File: src/rtl/btn_irq_pkg.sv
// btn_irq_pkg -- shared definitions for the button interrupt arbiter.
//   N_SRC_DEFAULT : default number of debounced button sources
//   btn_state_t   : arbiter FSM state (IDLE waits for pending work,
//                   PRESENT holds an event until the consumer accepts it)
package btn_irq_pkg;

  localparam int unsigned N_SRC_DEFAULT = 4;

  typedef enum logic {
    ST_IDLE    = 1'b0,
    ST_PRESENT = 1'b1
  } btn_state_t;

endpackage

File: src/rtl/btn_rr_select.sv
// btn_rr_select -- combinational winner selection.
// Scans the request vector starting at index 'start', wrapping modulo
// N_SRC, and returns the first requesting index.
//   req    : request vector, one bit per source
//   start  : index where the search begins (0 gives fixed priority)
//   winner : selected index (0 when no request is set)
//   any    : at least one request is set
module btn_rr_select
  import btn_irq_pkg::*;
#(
  parameter int unsigned N_SRC = N_SRC_DEFAULT
) (
  input  logic [N_SRC-1:0]         req,
  input  logic [$clog2(N_SRC)-1:0] start,
  output logic [$clog2(N_SRC)-1:0] winner,
  output logic                     any
);

  localparam int unsigned ID_W = $clog2(N_SRC);

  logic [2*N_SRC-1:0] rot2;
  logic [N_SRC-1:0]   rot;
  logic               found;
  int unsigned        pos;

  // Doubling the vector makes the wrap-around a plain right shift:
  // rot[k] is the request at index (start + k) mod N_SRC.
  assign rot2 = {req, req} >> start;
  assign rot  = rot2[N_SRC-1:0];
  assign any  = |req;

  always_comb begin
    winner = '0;
    found  = 1'b0;
    pos    = 0;
    for (int unsigned k = 0; k < N_SRC; k++) begin
      if (!found && rot[k]) begin
        found = 1'b1;
        pos   = 32'(start) + k;
        if (pos >= N_SRC) pos = pos - N_SRC;
        winner = ID_W'(pos);
      end
    end
  end

endmodule

File: src/rtl/btn_irq_arbiter.sv
// btn_irq_arbiter -- collects one-cycle button press pulses into pending
// flags and presents them one at a time over a valid/ready handshake,
// with a level interrupt mirroring evt_valid.
// Configuration macro: BTN_IRQ_RR_EN -- when defined, the winner is chosen
// round-robin after the last grant; otherwise lowest index wins and no
// last-grant register exists.
//   clk, rst_n : clock (rising edge) and asynchronous active-low reset
//   src_pls    : one-cycle press pulses, one bit per source
//   src_mask   : 1 = source enabled; disabling also clears its pending flag
//   evt_valid  : an event is presented on evt_id
//   evt_id     : index of the presented source
//   evt_ready  : consumer accepts the event when high with evt_valid
//   irq        : level interrupt, equal to evt_valid
//   pending    : presses captured but not yet presented
//   overflow   : sticky, a press arrived while its source was still pending
//   ovf_clr    : clears overflow (a new overflow on the same edge still sets)
module btn_irq_arbiter
  import btn_irq_pkg::*;
#(
  parameter int unsigned N_SRC = N_SRC_DEFAULT
) (
  input  logic                     clk,
  input  logic                     rst_n,
  input  logic [N_SRC-1:0]         src_pls,
  input  logic [N_SRC-1:0]         src_mask,
  output logic                     evt_valid,
  output logic [$clog2(N_SRC)-1:0] evt_id,
  input  logic                     evt_ready,
  output logic                     irq,
  output logic [N_SRC-1:0]         pending,
  output logic [N_SRC-1:0]         overflow,
  input  logic                     ovf_clr
);

  localparam int unsigned ID_W = $clog2(N_SRC);

  btn_state_t       state;
  logic [ID_W-1:0]  start;
  logic [ID_W-1:0]  winner;
  logic             any_pending;
  logic             grant;
  logic [N_SRC-1:0] grant_vec;
  logic [N_SRC-1:0] armed;
  logic [N_SRC-1:0] ovf_set;
  logic [N_SRC-1:0] pending_nxt;

  btn_rr_select #(
    .N_SRC (N_SRC)
  ) u_select (
    .req    (pending),
    .start  (start),
    .winner (winner),
    .any    (any_pending)
  );

`ifdef BTN_IRQ_RR_EN
  logic [ID_W-1:0] last_grant;

  assign start = (last_grant == ID_W'(N_SRC - 1)) ? '0 : last_grant + ID_W'(1);

  always_ff @(posedge clk or negedge rst_n) begin
    if (!rst_n) begin
      last_grant <= ID_W'(N_SRC - 1);
    end else if (grant) begin
      last_grant <= winner;
    end
  end
`else
  assign start = '0;
`endif

  assign grant = (state == ST_IDLE) && any_pending;

  // A press on the source being granted re-arms it (set wins) and is not
  // an overflow, since the earlier press is leaving pending on this edge.
  always_comb begin
    grant_vec   = grant ? ({{(N_SRC-1){1'b0}}, 1'b1} << winner) : '0;
    armed       = src_pls & src_mask;
    ovf_set     = armed & pending & ~grant_vec;
    pending_nxt = src_mask & (armed | (pending & ~grant_vec));
  end

  always_ff @(posedge clk or negedge rst_n) begin
    if (!rst_n) begin
      state     <= ST_IDLE;
      evt_valid <= 1'b0;
      evt_id    <= '0;
      pending   <= '0;
      overflow  <= '0;
    end else begin
      pending  <= pending_nxt;
      overflow <= (ovf_clr ? '0 : overflow) | ovf_set;
      case (state)
        ST_IDLE: begin
          if (grant) begin
            state     <= ST_PRESENT;
            evt_valid <= 1'b1;
            evt_id    <= winner;
          end
        end
        ST_PRESENT: begin
          if (evt_ready) begin
            state     <= ST_IDLE;
            evt_valid <= 1'b0;
          end
        end
        default: begin
          state     <= ST_IDLE;
          evt_valid <= 1'b0;
        end
      endcase
    end
  end

  assign irq = evt_valid;

endmodule
File: config.mk
export PLATFORM = sky130hd
export DESIGN_NAME = btn_irq_arbiter
export DESIGN_NICKNAME = d
export VERILOG_FILES = /design/src/rtl/btn_irq_pkg.sv /design/src/rtl/btn_rr_select.sv /design/src/rtl/btn_irq_arbiter.sv
export SDC_FILE = /design/constraint.sdc
export NUM_CORES = 1
export LEC_CHECK = 0
export BUFFER_PORTS_ARGS = -buffer_cell sky130_fd_sc_hd__clkbuf_2
export CAP_MARGIN = 5
export CORE_MARGIN = 3
export CORE_UTILIZATION = 40
export DETAILED_ROUTE_END_ITERATION = 8
export PLACE_DENSITY_LB_ADDON = 0.08
export SYNTH_ARGS = -nofsm -noshare
export SYNTH_HDL_FRONTEND = slang
export SYNTH_HIERARCHICAL = 1
export SYNTH_SLANG_ARGS = --single-unit
File: constraint.sdc
create_clock -name clk -period 1.9 [get_ports clk]
set_input_delay 0.285 -clock clk [delete_from_list [all_inputs] [get_ports clk]]
set_output_delay 0.285 -clock clk [all_outputs]
set_load 0.02 [all_outputs]
**Yosys cells after proc, flatten, opt, wreduce, memory -nomap -nowiden**

Cells that the tools add are included.

- Add/sub/neg operators: 0
- Multipliers: 0
- Divide/modulo/power cells: 0
- Magnitude comparators: 0
- Equal/unequal tests: 2
- Shifts and indexed selects: 1
- Muxes and demuxes: 14
- Bitwise gates (word level): 9
- Reductions and logical operators: 10

Operators with widths:

| kind | count |
|---|---|
| 4-bit bitwise AND | 5 |
| 1-bit 2-to-1 mux | 8 |
| 4-bit 2-to-1 mux | 2 |
| 4-bit bitwise OR | 2 |
| 1-bit logical AND | 4 |
| 2-bit 2-to-1 mux | 2 |
| 2-bit != test, second input constant | 2 |
| 4-bit inverter | 1 |
| 1-bit one-hot mux with 2 select lines | 2 |
| 2-bit AND reduction | 2 |
| 4-bit OR reduction | 1 |
| 1-bit by 2-bit << shifter with 4-bit output, first input constant | 1 |
| 1-bit logical NOT | 3 |
| 1-bit inverter | 1 |

- Register bits: 12
- Bits in latches: 0
- RAM bits: 0
- Memory bits (read-only): 0
- Input bits: 12
- Output and inout bits: 12
- Logic and storage cells: 41
- Memories: 0

**Depth between registers and ports, before layout**

- Word-level depth: 16
- Gate-level depth with buffers: 5
- Mapped depth without buffers: 5

**Modules after synthesis**

The synthesis kept the hierarchy.

By module, submodules not included:

| module | times used | cells each | area each (um^2) | seq. area each (um^2) |
|---|---|---|---|---|
| btn_irq_arbiter | 1 | 50 | 544.3 | 300.3 |
| btn_rr_select | 1 | 12 | 73.8 | 0.0 |

**Worst setup path before layout**

Ideal clock, no wire load.

- Path kind: flip-flop to flip-flop
- Start point: register pending[0]
- End point: register evt_id[0]
- Setup time: 125 ps
- Data arrival time: 1548 ps
- Data required time: 1775 ps
- Slack: 227 ps
- Stages on the path, launching flop included: 4
- Buffers on the path: 0
- Period minus slack after synthesis: 1673 ps
- Cells stage by stage: dfrtp_1 or4_1 nand2b_4 mux2_4

- Elaborated cells on any way between the ends: 15
- Those cells by class: 6 x mux; 9 x reduce/logical

RTL lines:

| element | line | text |
|---|---|---|
| start: declaration | btn_irq_arbiter.sv:30 | `output logic [N_SRC-1:0] pending,` |
| start signal: assignment | btn_irq_arbiter.sv:91 | `pending <= pending_nxt;` |
| 4-bit OR reduction | btn_rr_select.sv:30 | `assign any = \|req;` |
| named net any_pending | btn_irq_arbiter.sv:40 | `logic any_pending;` |
| 1-bit logical AND | btn_irq_arbiter.sv:72 | `assign grant = (state == ST_IDLE) && any_pending;` |
| 2-bit AND reduction (no line) | -- |  |
| end signal: assignment | btn_irq_arbiter.sv:98 | `evt_id <= winner;` |
| end: declaration | btn_irq_arbiter.sv:27 | `output logic [$clog2(N_SRC)-1:0] evt_id,` |

The timed path passes the listed nets, and every way through them passes these cells.
A chain may end at the register's enable or synchronous reset.

**Final worst setup path**

- Start point: register pending[0]
- End point: register evt_id[1]

The elaborated chain is that of the path after synthesis.

==> flow_summary.toml <==
[synthesis]
ys_warn_count = 6
synth_top_area_share_pct = 48.6
synth_flop_cell = "dfrtp_1"
synth_area_um2 = 618
synth.area.top_cells = "dfrtp_1, inv_1, mux2_4, nand2_1, and4bb_1"
ys_types = 22
avgSynthCellArea_um2 = 9.97
synth_edf_count = 0
async_flop_share_pct = 100
syn_inst = 62
synth_top_area_cell = "dfrtp_1"
ys_ff_latch = 12
seq_area_frac_synth_pct = 48.6

[floorplan]
initial_core_util_pct = 45.2
die_area_um2 = 2050
core_area_um2 = 1370
io_pins = 24
dieWidth_um = 45.3
die_height_um = 45.3
rows = 13

[timing]
final.setup.tns_ns = 0
slew_viol_final = 0
fin_crit_ns = 1.70
fmax_mhz = 589
min_period_over_period_pct = 89.3
hold_viol_final = 0
setup_viol = 0
rsz0062_at_grt = "no"
clock_skew_ns = 0.00453

[route]
finalWirelength_um = 1320
wl_per_cell_um = 11.9
ant_nets = 0
first_iter_violations = 9
vias_per_cell = 4.92
firstDrtPassIters = 4
vias = 546
drc_errors = 0

[cells_and_area]
ff_latch_area_um2 = 300
layout_commonest_cell = "clkbuf_2"
drive_gt1_share_pct = 34.4
multi_input_area_um2 = 303
final_cell_mix = "clkbuf_2, dfrtp_1, inv_1, nand2_1, conb_1"
finalNetCount = 109
antenna_cells = 0
areaGrowthSynthToFinish_pct = 32.8
nFillCells = 136

[power_and_ir_drop]
power.density_nw_per_um2 = 1140
swShare_pct = 36.3
p_int_mw = 0.598
combPwrFrac_pct = 37.4
peakVddDrop_v = 0.000655
p_sw_mw = 0.341
pwr-share-clk_pct = 22.0
finalPower_mw = 0.939
p_leak_nw = 0.433
seqPwrFrac_pct = 40.7

[critical_path]
crit_type = "register to register"
startpoint_type = "register"
critPathLaunch = "pending[0]"
worst_ep_arrival_time_ns = 1.86
worstPathMaxFanout = 8
crit_required_ns = 2.06
worst_setup_path_end_kind = "register"
r2r-start = "pending[0]"

[clock_tree]
clk_latency_ns = 0.27
cts.sinks = 12
cts-root-buf = "clkbuf_4"
cts_tree = "built"
htreeDepth = 1
cts_buffer_depth = 2
clk_pin_slew_worst_paths_ns = 0.08
cts-buffers-inserted = 3
cts_resized = 0

[worst_hold_path]
hp-class = "input pin to register"
min_from = "evt_ready"

[global_route]
grt_first_pass_wirelength_um = 2130
busiest_layer = "met2"
grt_pass1_vias = 501
grt_use_met3_pct = 3.59
grt.total_usage_pct = 14.7
grt_max_degree = 13
grtUsageMet1_pct = 20.1
grt_antenna_before_repair = 0
overflow = 0
grt_util_met2_pct = 21.5

[run]
maxCapViolations = 0

[run_status]
outcome = "finished, final reports clean"

[placement]
port_buffers = 23
hpwl_um = 1020
gp_congestion = 0.732
[worst paths after layout]
check,to,slack [ns],cells after the start
setup / recovery,evt_id[1],0.20,3
hold / removal,state,0.22,2
setup reg to reg,evt_id[1],0.20,3
hold reg to reg,evt_id[0],0.53,1
max in group asynchronous,pending[3],1.23,2
min in group asynchronous,overflow[1],0.43,2
[worst max-delay path: stages, from the launching register on]
cell	delay [ns]
dfrtp_1	0.46
or4_1	0.68
nand2b_4	0.14
mux2_4	0.30
[power by group through the flow]
| stage | Combinational [mW] | Clock [mW] | Sequential (mW) |
|---|---|---|---|
| 2_1_floorplan | 0.192 | 0 | 0.439 |
| 3_3_place_gp | 0.348 | 0 | 0.384 |
| 3_5_place_dp | 0.353 | 0 | 0.386 |
| 4_1_cts | 0.354 | 0.209 | 0.383 |
| 5_1_grt | 0.381 | 0.223 | 0.393 |
| 6_report | 0.351 | 0.206 | 0.382 |
[metal layers]
metal / share of wire [%] / vias up
met1: 48 / 248
li1: - / 285
met5: 0 / -
met4: 0.83 / 0
met2: 46 / 11
met3: 4.4 / 2
[cells in the mapped netlist, types with 2 or more instances]
master,instances
dfrtp_1,12
nor2_1,2
nand3_1,4
a21oi_1,3
o21ai_1,4
nand2_1,8
inv_1,8
o21ai_0,2
mux2_4,2
and4bb_1,2
o22ai_1,4
[registers in the layout, summed over array words and instances, names as in the netlist]
register   flops
overflow       4
pending        4
evt_valid      1
state          1
evt_id         2
[metrics by stage]
step | cell area [um2] | hold slack (ns) | std cells | setup slack, ns | utilization, %
6_report | 821 | 0.216 | 111 | 0.203 | 60.1
5_1_grt | 821 | 0.212 | 111 | 0.153 | 60.1
2_1_floorplan | 641 | -0.0106 | 68 | 0.227 | -
3_5_place_dp | 774 | 0.192 | 106 | 0.221 | 56.7
3_3_place_gp | 774 | 0.190 | 106 | 0.254 | 56.7
4_1_cts | 821 | 0.218 | 111 | 0.207 | 60.1
[logic make-up after synthesis]
| group | after synthesis | share of synthesized area, % |
|---|---|---|
| AND/OR/NAND/NOR | 21 | 21.9 |
| AO/OA/AOI/OAI | 16 | 16.4 |
| flip-flops | 12 | 48.6 |
| buffers and inverters | 9 | 6.07 |
| multiplexers | 3 | 6.48 |
| other | 1 | 0.607 |
[repair_timing]
item                                   in CTS  in global routing
hold buffers                                1                  0
endpoints found under the hold margin      12                  0
setup buffers                               0                  0
[area by class of cell]
cell class / count / area share [%]
Timing Repair Buffer: 25 / 16.2
Sequential cell: 12 / 36.6
Tap cell: 15 / 2.29
Inverter: 8 / 3.66
Clock buffer: 4 / 4.42
Multi-Input combinational cell: 47 / 36.9
(Power assumes the default switching activity.)
